## src/rtl/freelist_ctrl_pkg.sv

```systemverilog
// freelist_ctrl_pkg: default sizing, tag/pointer types and modular pointer helper
// shared by the free-list manager and its bench.
package freelist_ctrl_pkg;
    localparam int DEF_N     = 3;
    localparam int DEF_ARCH  = 32;
    localparam int DEF_PHYS  = 64;
    localparam int DEF_FL_SZ = DEF_PHYS - DEF_ARCH;
    localparam int DEF_PRW   = $clog2(DEF_PHYS);
    localparam int DEF_PTRW  = $clog2(DEF_FL_SZ);
    localparam int DEF_CNTW  = $clog2(DEF_FL_SZ + 1);

    typedef logic [DEF_PRW-1:0]  phys_tag_t;
    typedef logic [DEF_PTRW-1:0] fl_ptr_t;
    typedef logic [DEF_CNTW-1:0] fl_cnt_t;

    // Operands never exceed 2*sz-1, so a single conditional subtract is a full modulo.
    function automatic int fl_wrap(input int s, input int sz);
        return (s >= sz) ? s - sz : s;
    endfunction
endpackage

```

## src/rtl/freelist_ctrl_grant_chain.sv

```systemverilog
// fl_grant_chain: oldest-first (slot N-1 first) grant chain; each granted slot gets
// its rank among grants as an offset, and grants stop once i_limit are handed out.
module fl_grant_chain #(
    parameter int N    = 3,
    parameter int CNTW = 6
)(
    input  logic [N-1:0]           i_req,
    input  logic [CNTW-1:0]        i_limit,
    output logic [N-1:0]           o_gnt,
    output logic [N-1:0][CNTW-1:0] o_off,
    output logic [CNTW-1:0]        o_total
);
    logic [CNTW-1:0] w_k;

    always_comb begin
        w_k   = '0;
        o_gnt = '0;
        o_off = '0;
        for (int w = N - 1; w >= 0; w--) begin
            if (i_req[w] && w_k < i_limit) begin
                o_gnt[w] = 1'b1;
                o_off[w] = w_k;
                w_k      = w_k + CNTW'(1);
            end
        end
        o_total = w_k;
    end
endmodule

```

## src/rtl/freelist_ctrl.sv

```systemverilog
// freelist_ctrl: R10K-style physical register free list; age-ordered allocation,
// multi-slot Told returns and single-cycle restore on branch recovery.
module freelist_ctrl
    import freelist_ctrl_pkg::*;
#(
    parameter  int N          = DEF_N,
    parameter  int ARCH_COUNT = DEF_ARCH,
    parameter  int PHYS_REGS  = DEF_PHYS,
    localparam int FL_SZ      = PHYS_REGS - ARCH_COUNT,
    localparam int PRW        = $clog2(PHYS_REGS),
    localparam int PTRW       = $clog2(FL_SZ),
    localparam int CNTW       = $clog2(FL_SZ + 1)
)(
    input  logic                   clock,
    input  logic                   reset,
    input  logic [N-1:0]           alloc_req,
    output logic [N-1:0]           alloc_gnt,
    output logic [N-1:0][PRW-1:0]  alloc_reg,
    output logic [CNTW-1:0]        free_count,
    input  logic [N-1:0]           FL_RetireEN,
    input  logic [N-1:0][PRW-1:0]  FL_RetireReg,
    input  logic                   BPRecoverEN,
    output logic                   fl_overflow_err
);
    logic [PRW-1:0]         r_fl [FL_SZ];
    logic [PTRW-1:0]        r_head, r_tail;
    logic [CNTW-1:0]        r_count;
    logic                   r_err;
    logic [N-1:0]           w_req, w_ren;
    logic [N-1:0][CNTW-1:0] w_goff, w_roff;
    logic [CNTW-1:0]        w_gtot, w_rtot, w_space, w_racc;
    logic                   w_ovf;

    assign w_req = alloc_req & {N{~BPRecoverEN}};

    fl_grant_chain #(.N(N), .CNTW(CNTW)) u_alloc (
        .i_req(w_req), .i_limit(r_count), .o_gnt(alloc_gnt), .o_off(w_goff), .o_total(w_gtot)
    );

    fl_grant_chain #(.N(N), .CNTW(CNTW)) u_ret (
        .i_req(FL_RetireEN), .i_limit(CNTW'(N)), .o_gnt(w_ren), .o_off(w_roff), .o_total(w_rtot)
    );

    // Room left after this cycle's grants; returns beyond it are dropped and flagged.
    assign w_space = CNTW'(FL_SZ - int'(r_count) + int'(w_gtot));
    assign w_ovf   = w_rtot > w_space;
    assign w_racc  = w_ovf ? w_space : w_rtot;

    always_comb begin
        alloc_reg = '0;
        for (int w = 0; w < N; w++)
            alloc_reg[w] = alloc_gnt[w] ? r_fl[PTRW'(fl_wrap(int'(r_head) + int'(w_goff[w]), FL_SZ))] : '0;
    end

    always_ff @(posedge clock or negedge reset) begin
        if (!reset) begin
            for (int i = 0; i < FL_SZ; i++)
                r_fl[i] <= PRW'(ARCH_COUNT + i);
            r_head  <= '0;
            r_tail  <= '0;
            r_count <= CNTW'(FL_SZ);
            r_err   <= 1'b0;
        end else if (BPRecoverEN) begin
            r_head  <= r_tail;
            r_count <= CNTW'(FL_SZ);
        end else begin
            r_head  <= PTRW'(fl_wrap(int'(r_head) + int'(w_gtot), FL_SZ));
            r_tail  <= PTRW'(fl_wrap(int'(r_tail) + int'(w_racc), FL_SZ));
            r_count <= r_count - w_gtot + w_racc;
            r_err   <= r_err | w_ovf;
            for (int w = 0; w < N; w++)
                if (w_ren[w] && w_roff[w] < w_space)
                    r_fl[PTRW'(fl_wrap(int'(r_tail) + int'(w_roff[w]), FL_SZ))] <= FL_RetireReg[w];
        end
    end

    assign free_count      = r_count;
    assign fl_overflow_err = r_err;
endmodule

```

## config.mk

```make
export PLATFORM = sky130hd
export DESIGN_NAME = freelist_ctrl
export DESIGN_NICKNAME = d
export VERILOG_FILES = /design/src/rtl/freelist_ctrl_pkg.sv /design/src/rtl/freelist_ctrl_grant_chain.sv /design/src/rtl/freelist_ctrl.sv
export SDC_FILE = /design/constraint.sdc
export NUM_CORES = 1
export LEC_CHECK = 0
export CAP_MARGIN = 20
export CORE_MARGIN = 2
export CORE_UTILIZATION = 55
export DETAILED_ROUTE_END_ITERATION = 16
export PLACE_DENSITY = 0.73
export SETUP_SLACK_MARGIN = 0.5
export SYNTH_ARGS = -nofsm -noshare
export SYNTH_HDL_FRONTEND = slang
export SYNTH_SLANG_ARGS = --single-unit
```

## constraint.sdc

```tcl
create_clock -name clock -period 11 [get_ports clock]
set_input_delay 2.2 -clock clock [delete_from_list [all_inputs] [get_ports clock]]
set_output_delay 2.2 -clock clock [all_outputs]
set_load 0.03 [all_outputs]
```

# Yosys cells after proc, flatten, opt, wreduce, memory -nomap -nowiden
# Index checks and enable logic that the tools add are counted.
# op_classes
addsub	22
reduce_logical	11
bitwise	9
n_lt_le_gt_ge	26
n_mux	53
# op_table
op	count
192-bit 2-to-1 mux	5
192-bit bitwise mux	3
6-bit 2-to-1 mux	20
6-bit binary-select mux with 5-bit select	3
6-bit demux with 5-bit select	3
5-bit by 6-bit greater-or-equal comparator with 1-bit output, second input constant	8
5-bit 2-to-1 mux	9
5-bit by 1-bit subtractor with 5-bit output, second input constant	8
5-bit inverter	6
5-bit by 6-bit adder with 7-bit output	4
7-bit by 6-bit greater-or-equal comparator with 1-bit output, second input constant	4
6-bit < comparator	3
5-bit by 1-bit < comparator with 1-bit output, second input constant	3
5-bit by 1-bit adder with 6-bit output	2
6-bit by 1-bit adder with 6-bit output, second input constant	2
6-bit adder	2
6-bit greater-or-equal comparator, second input constant	2
1-bit by 6-bit < comparator with 1-bit output, first input constant	2
1-bit logical AND	11
1-bit 2-to-1 mux	10
6-bit greater-than comparator	1
1-bit by 6-bit < comparator with 1-bit output	1
6-bit by 2-bit < comparator with 1-bit output, second input constant	1
6-bit subtractor	1
6 further kinds	7
# word_totals
word_cells	157
regBits	209
in_bits	27

# Depth between registers and ports, before layout
# depth
ltp_word	23
depth_mapped	32
mapped_depth_nobuf	31

# Cells and area by module
# A second synthesis with hierarchy kept.
# unflattened
cells_unflattened	1677
area_unflattened_um2	18500.2
# by_module_without_submodules
module	cells_each	instances	area_each_um2
freelist_ctrl	1595	1	17872.1
fl_grant_chain	41	2	314.1

# Least setup slack after synthesis
# No wires, ideal clock.
# synth_timing
kind	input port to output port
start	input BPRecoverEN
end	output alloc_reg[0] (netlist name)
t_arrival_ns	7.483
setup_slack_ns	1.317
path_buffers	4
cell_stages	19
path_cell_list	buf_6 > inv_1 > clkbuf_1 > o311ai_1 > inv_1 > ha_1 > inv_1 > o21ai_0 > o311ai_0 > nand3_1 > inv_1 > ha_1 > ha_1 > buf_1 > buf_1 > mux4_2 > mux4_2 > mux2i_1 > nor2_1
# synth_rtl
item	line_no	text
start: declaration	freelist_ctrl.sv:22	input logic BPRecoverEN,
end: declaration	freelist_ctrl.sv:18	output logic [N-1:0][PRW-1:0] alloc_reg,

==> results_dict.tcl <==
set metrics [dict create \
    core-area_mm2 0.0296 \
    power.leakage_nw 6.56 \
    clock_path_buffers 3 \
    hpwlAfterDp_mm 37.6 \
    gp_congestion 1.00 \
    synthAdderAreaFrac_pct 3.47 \
    synth_edf_count 0 \
    hold_viol 0 \
    clock_sinks 209 \
    grt_first_pass_wirelength_mm 85.5 \
    wl_mm 55.3 \
    first_iter_violations 1879 \
    synth_top_family_by_area "multiplexers" \
    worstMarginPinSlew_ns 1.19 \
    route.detailed.drc 0 \
    skew_ns 0.00408 \
    nNetsFinal 1449 \
    path_class "in -> out" \
    ys_ff_latch 209 \
    dp_cells 1741 \
    synthFlopType "dfstp_2" \
    dr.pass1.iters 5 \
    antenna_cells 0 \
    critPathTopFamily "buffers and inverters" \
    hp-class "reg -> reg" \
    ant_nets 0 \
    cpPeakStageDelay_ns 0.80 \
    yosysWarnings 0 \
    cts_made_buffers 25 \
    tns_ns 0 \
    grt_max_degree 83 \
    final_cells 1789 \
    start_util_pct 55.7 \
    ctsRootBufferMaster "clkbuf_16" \
    arrival_ns 7.74 \
    ys_seq_area_share_pct 32.5 \
    finalSetupViolations 0 \
    grt_pass1_vias 13700 \
    cp_common_cell "inv_1" \
    via_per_inst 7.69 \
    synth.area.top_cells "mux4_2 (25%), dfstp_2 (18%), dfrtp_1 (15%)" \
    worst-path-max-fanout 21 \
    die_area_mm2 0.0314 \
    synth_area_leader_cell "mux4_2" \
    routedWlPerCell_um 30.9 \
    cts_tree "built" \
    crit_required_ns 8.80 \
    start_kind "input pin" \
    maxCapViolations 0 \
    die_y_um 177 \
    ir_drop_mv 0.164 \
    outcome "finished clean" \
    synth-xor-area-share_pct 1.27 \
    syn_area_mm2 0.0165 \
    min_period_ns 9.94 \
    io_buffers 54 \
    syn_inst 1498 \
    endpoint_kind "output pin" \
    antenna_found_initial 1 \
    power_density_mw_per_mm2 272 \
    finalCritPeriodShare_pct 90.3 \
    ys_async_sr_fraction_pct 100 \
    ios 55 \
    cpMaxStageDelayCell "fa_2" \
    syn2layout_area_growth_pct 7.91 \
    holdWs_ns 0.380 \
    track_usage_pct 35.8 \
    slew_violations 0 \
    grt.overflow.total 0 \
    die_w_um 177 \
    vias 13800 \
    p_total_mw 4.85 \
    num_rows 63 \
    slew_headroom_pct 20.3 \
    drive_gt1_share_pct 31.4 \
    rsz0062_at_grt "false" \
    post_synth.cell_area_avg_um2 11.0 \
    path_buf_inv 7 \
    clk_pin_slew_ns 0.06 \
    path_cells "clkdlybuf4s50_1 -> nor2b_1 -> o311ai_1 -> buf_4 -> inv_1 -> ha_1 -> inv_1 -> o21ai_1 -> o311ai_0 -> nand3_2 -> inv_1 -> ha_1 -> ha_4 -> fa_2 -> buf_4 -> mux4_2 -> mux4_2 -> mux2i_1 -> nor2_1 -> clkdlybuf4s50_1" \
    yosysTopAreaCellShare_pct 24.5 \
    synth_mux_area_share_pct 25.8 \
    cts_hold_buf 0 \
    cts-htree-levels 1 \
    synth.distinct_cells 73 \
    nFillCells 2355 \
    synth_simple_gate_area_share_pct 12.8 \
    worstSkewPairLatency_ns 0.53 \
    synth_compound_area_share_pct 17.5 \
    max_clock_freq_mhz 101 \
]
==> power by group <==
part	leakage [nW]	switching, mW	total, mW	internal (mW)
Clock	0.417	0.354	0.887	0.533
Combinational	3.70	1.42	2.57	1.15
Sequential	2.45	0.397	1.40	1.00
==> layout make-up <==
type,count,area [um^2],share of cell area [%]
multi-input combinational,1021,10200,56.9
sequential,209,5380,30.2
timing repair buffer,92,828,4.65
clock buffer,33,686,3.85
tap,390,488,2.74
clock inverter,12,176,0.990
inverter,32,120,0.674
==> layout by cell type (no fill, tap or decap), types with 4 or more instances in the layout <==
| cell | instances |
|---|---|
| mux2i_1 | 20 |
| a22oi_1 | 25 |
| or3_4 | 8 |
| xnor2_1 | 8 |
| ha_1 | 31 |
| a32oi_1 | 72 |
| o21ai_1 | 7 |
| mux4_2 | 180 |
| a21o_1 | 18 |
| nor4_2 | 8 |
| nor2_1 | 118 |
| inv_1 | 32 |
| clkbuf_16 | 25 |
| nand4_1 | 7 |
| nor3_1 | 17 |
| nand3_1 | 21 |
| nand2_1 | 46 |
| fa_1 | 7 |
| and2_1 | 8 |
| xor2_1 | 11 |
| dfrtp_1 | 94 |
| dfstp_2 | 113 |
| clkbuf_1 | 5 |
| o21ai_0 | 21 |
| o31ai_1 | 88 |
| buf_4 | 39 |
| o211ai_1 | 4 |
| bufinv_16 | 4 |
| a31o_2 | 9 |
| a21oi_1 | 12 |
| clkbuf_8 | 4 |
| nor4_1 | 40 |
| and3_1 | 50 |
| clkdlybuf4s50_1 | 51 |
| nor2b_1 | 25 |
| a211oi_1 | 90 |
| or2_2 | 7 |
==> sequential cells by signal, indices dropped and copies added (netlist names) <==
signal and cells:
r_head 5, free_count 6, r_fl 192, r_tail 5
fl_overflow_err 1
==> what timing repair did <==
| item | CTS | global route |
|---|---|---|
| endpoints found under the hold margin | 0 | 0 |
| gates resized for setup | 0 | 2 |
| endpoints found under the setup margin | 0 | 6 |
| setup buffers | 0 | 1 |
==> kinds of logic (layout without fill, tap and decap cells) <==
logic type	Yosys count	in the layout
AOI/OAI and AO/OA	375	375
xor gates and xnor gates	24	24
adders and majority gates	41	41
buffers and inverters	269	169
DFF	209	209
muxes	200	200
other	1	2
and+or+nand+nor	379	379
==> through the flow <==
stage               setup WS [ns]  util, %  area (um^2)
floorplan                    1.32        -        16500
global placement            0.725     57.1        16900
detailed placement          0.568     57.1        16900
CTS                         0.513     60.0        17800
global route                0.682     60.1        17800
finish                       1.06     60.1        17800
==> worst paths after layout <==
path                            cells after the start               startpoint                       to  slack (ns)
worst max-delay path                               20             alloc_req[2]             alloc_reg[4]        1.06
worst min-delay path                                0     r_fl[50]$_DFFE_PN1N_     r_fl[50]$_DFFE_PN1N_        0.38
worst max register to register                     29  free_count[3]$_DFF_PN0_  free_count[5]$_DFF_PN1_        3.02
worst min register to register                      0     r_fl[50]$_DFFE_PN1N_     r_fl[50]$_DFFE_PN1N_        0.38
max in group asynchronous                           2                    reset     r_fl[26]$_DFFE_PN0N_        7.90
min in group asynchronous                           1                    reset     r_fl[42]$_DFFE_PN0N_        1.72
==> routing by layer <==
| layer | GRT usage, % | up-vias | share of wire (%) |
|---|---|---|---|
| li1 | - | 5656 | - |
| met1 | 50.3 | 6904 | 38 |
| met2 | 52.7 | 1003 | 44 |
| met3 | 9.19 | 203 | 13 |
| met4 | 15.8 | 0 | 5.1 |
| met5 | 0 | - | 0 |
==> synth_stat cells, types with 18 or more instances <==
cell,n
a32oi_1,72
clkbuf_1,196
a211oi_1,90
ha_1,33
nor3_1,18
nand3_1,22
o21ai_0,22
o31ai_1,88
nor4_1,40
mux4_2,180
a22oi_1,25
inv_1,32
nand2_1,46
nor2_1,118
and3_1,50
a21o_1,18
mux2i_1,20
dfrtp_1,96
nor2b_1,26
dfstp_2,113
Power figures use the tool's default switching activity.
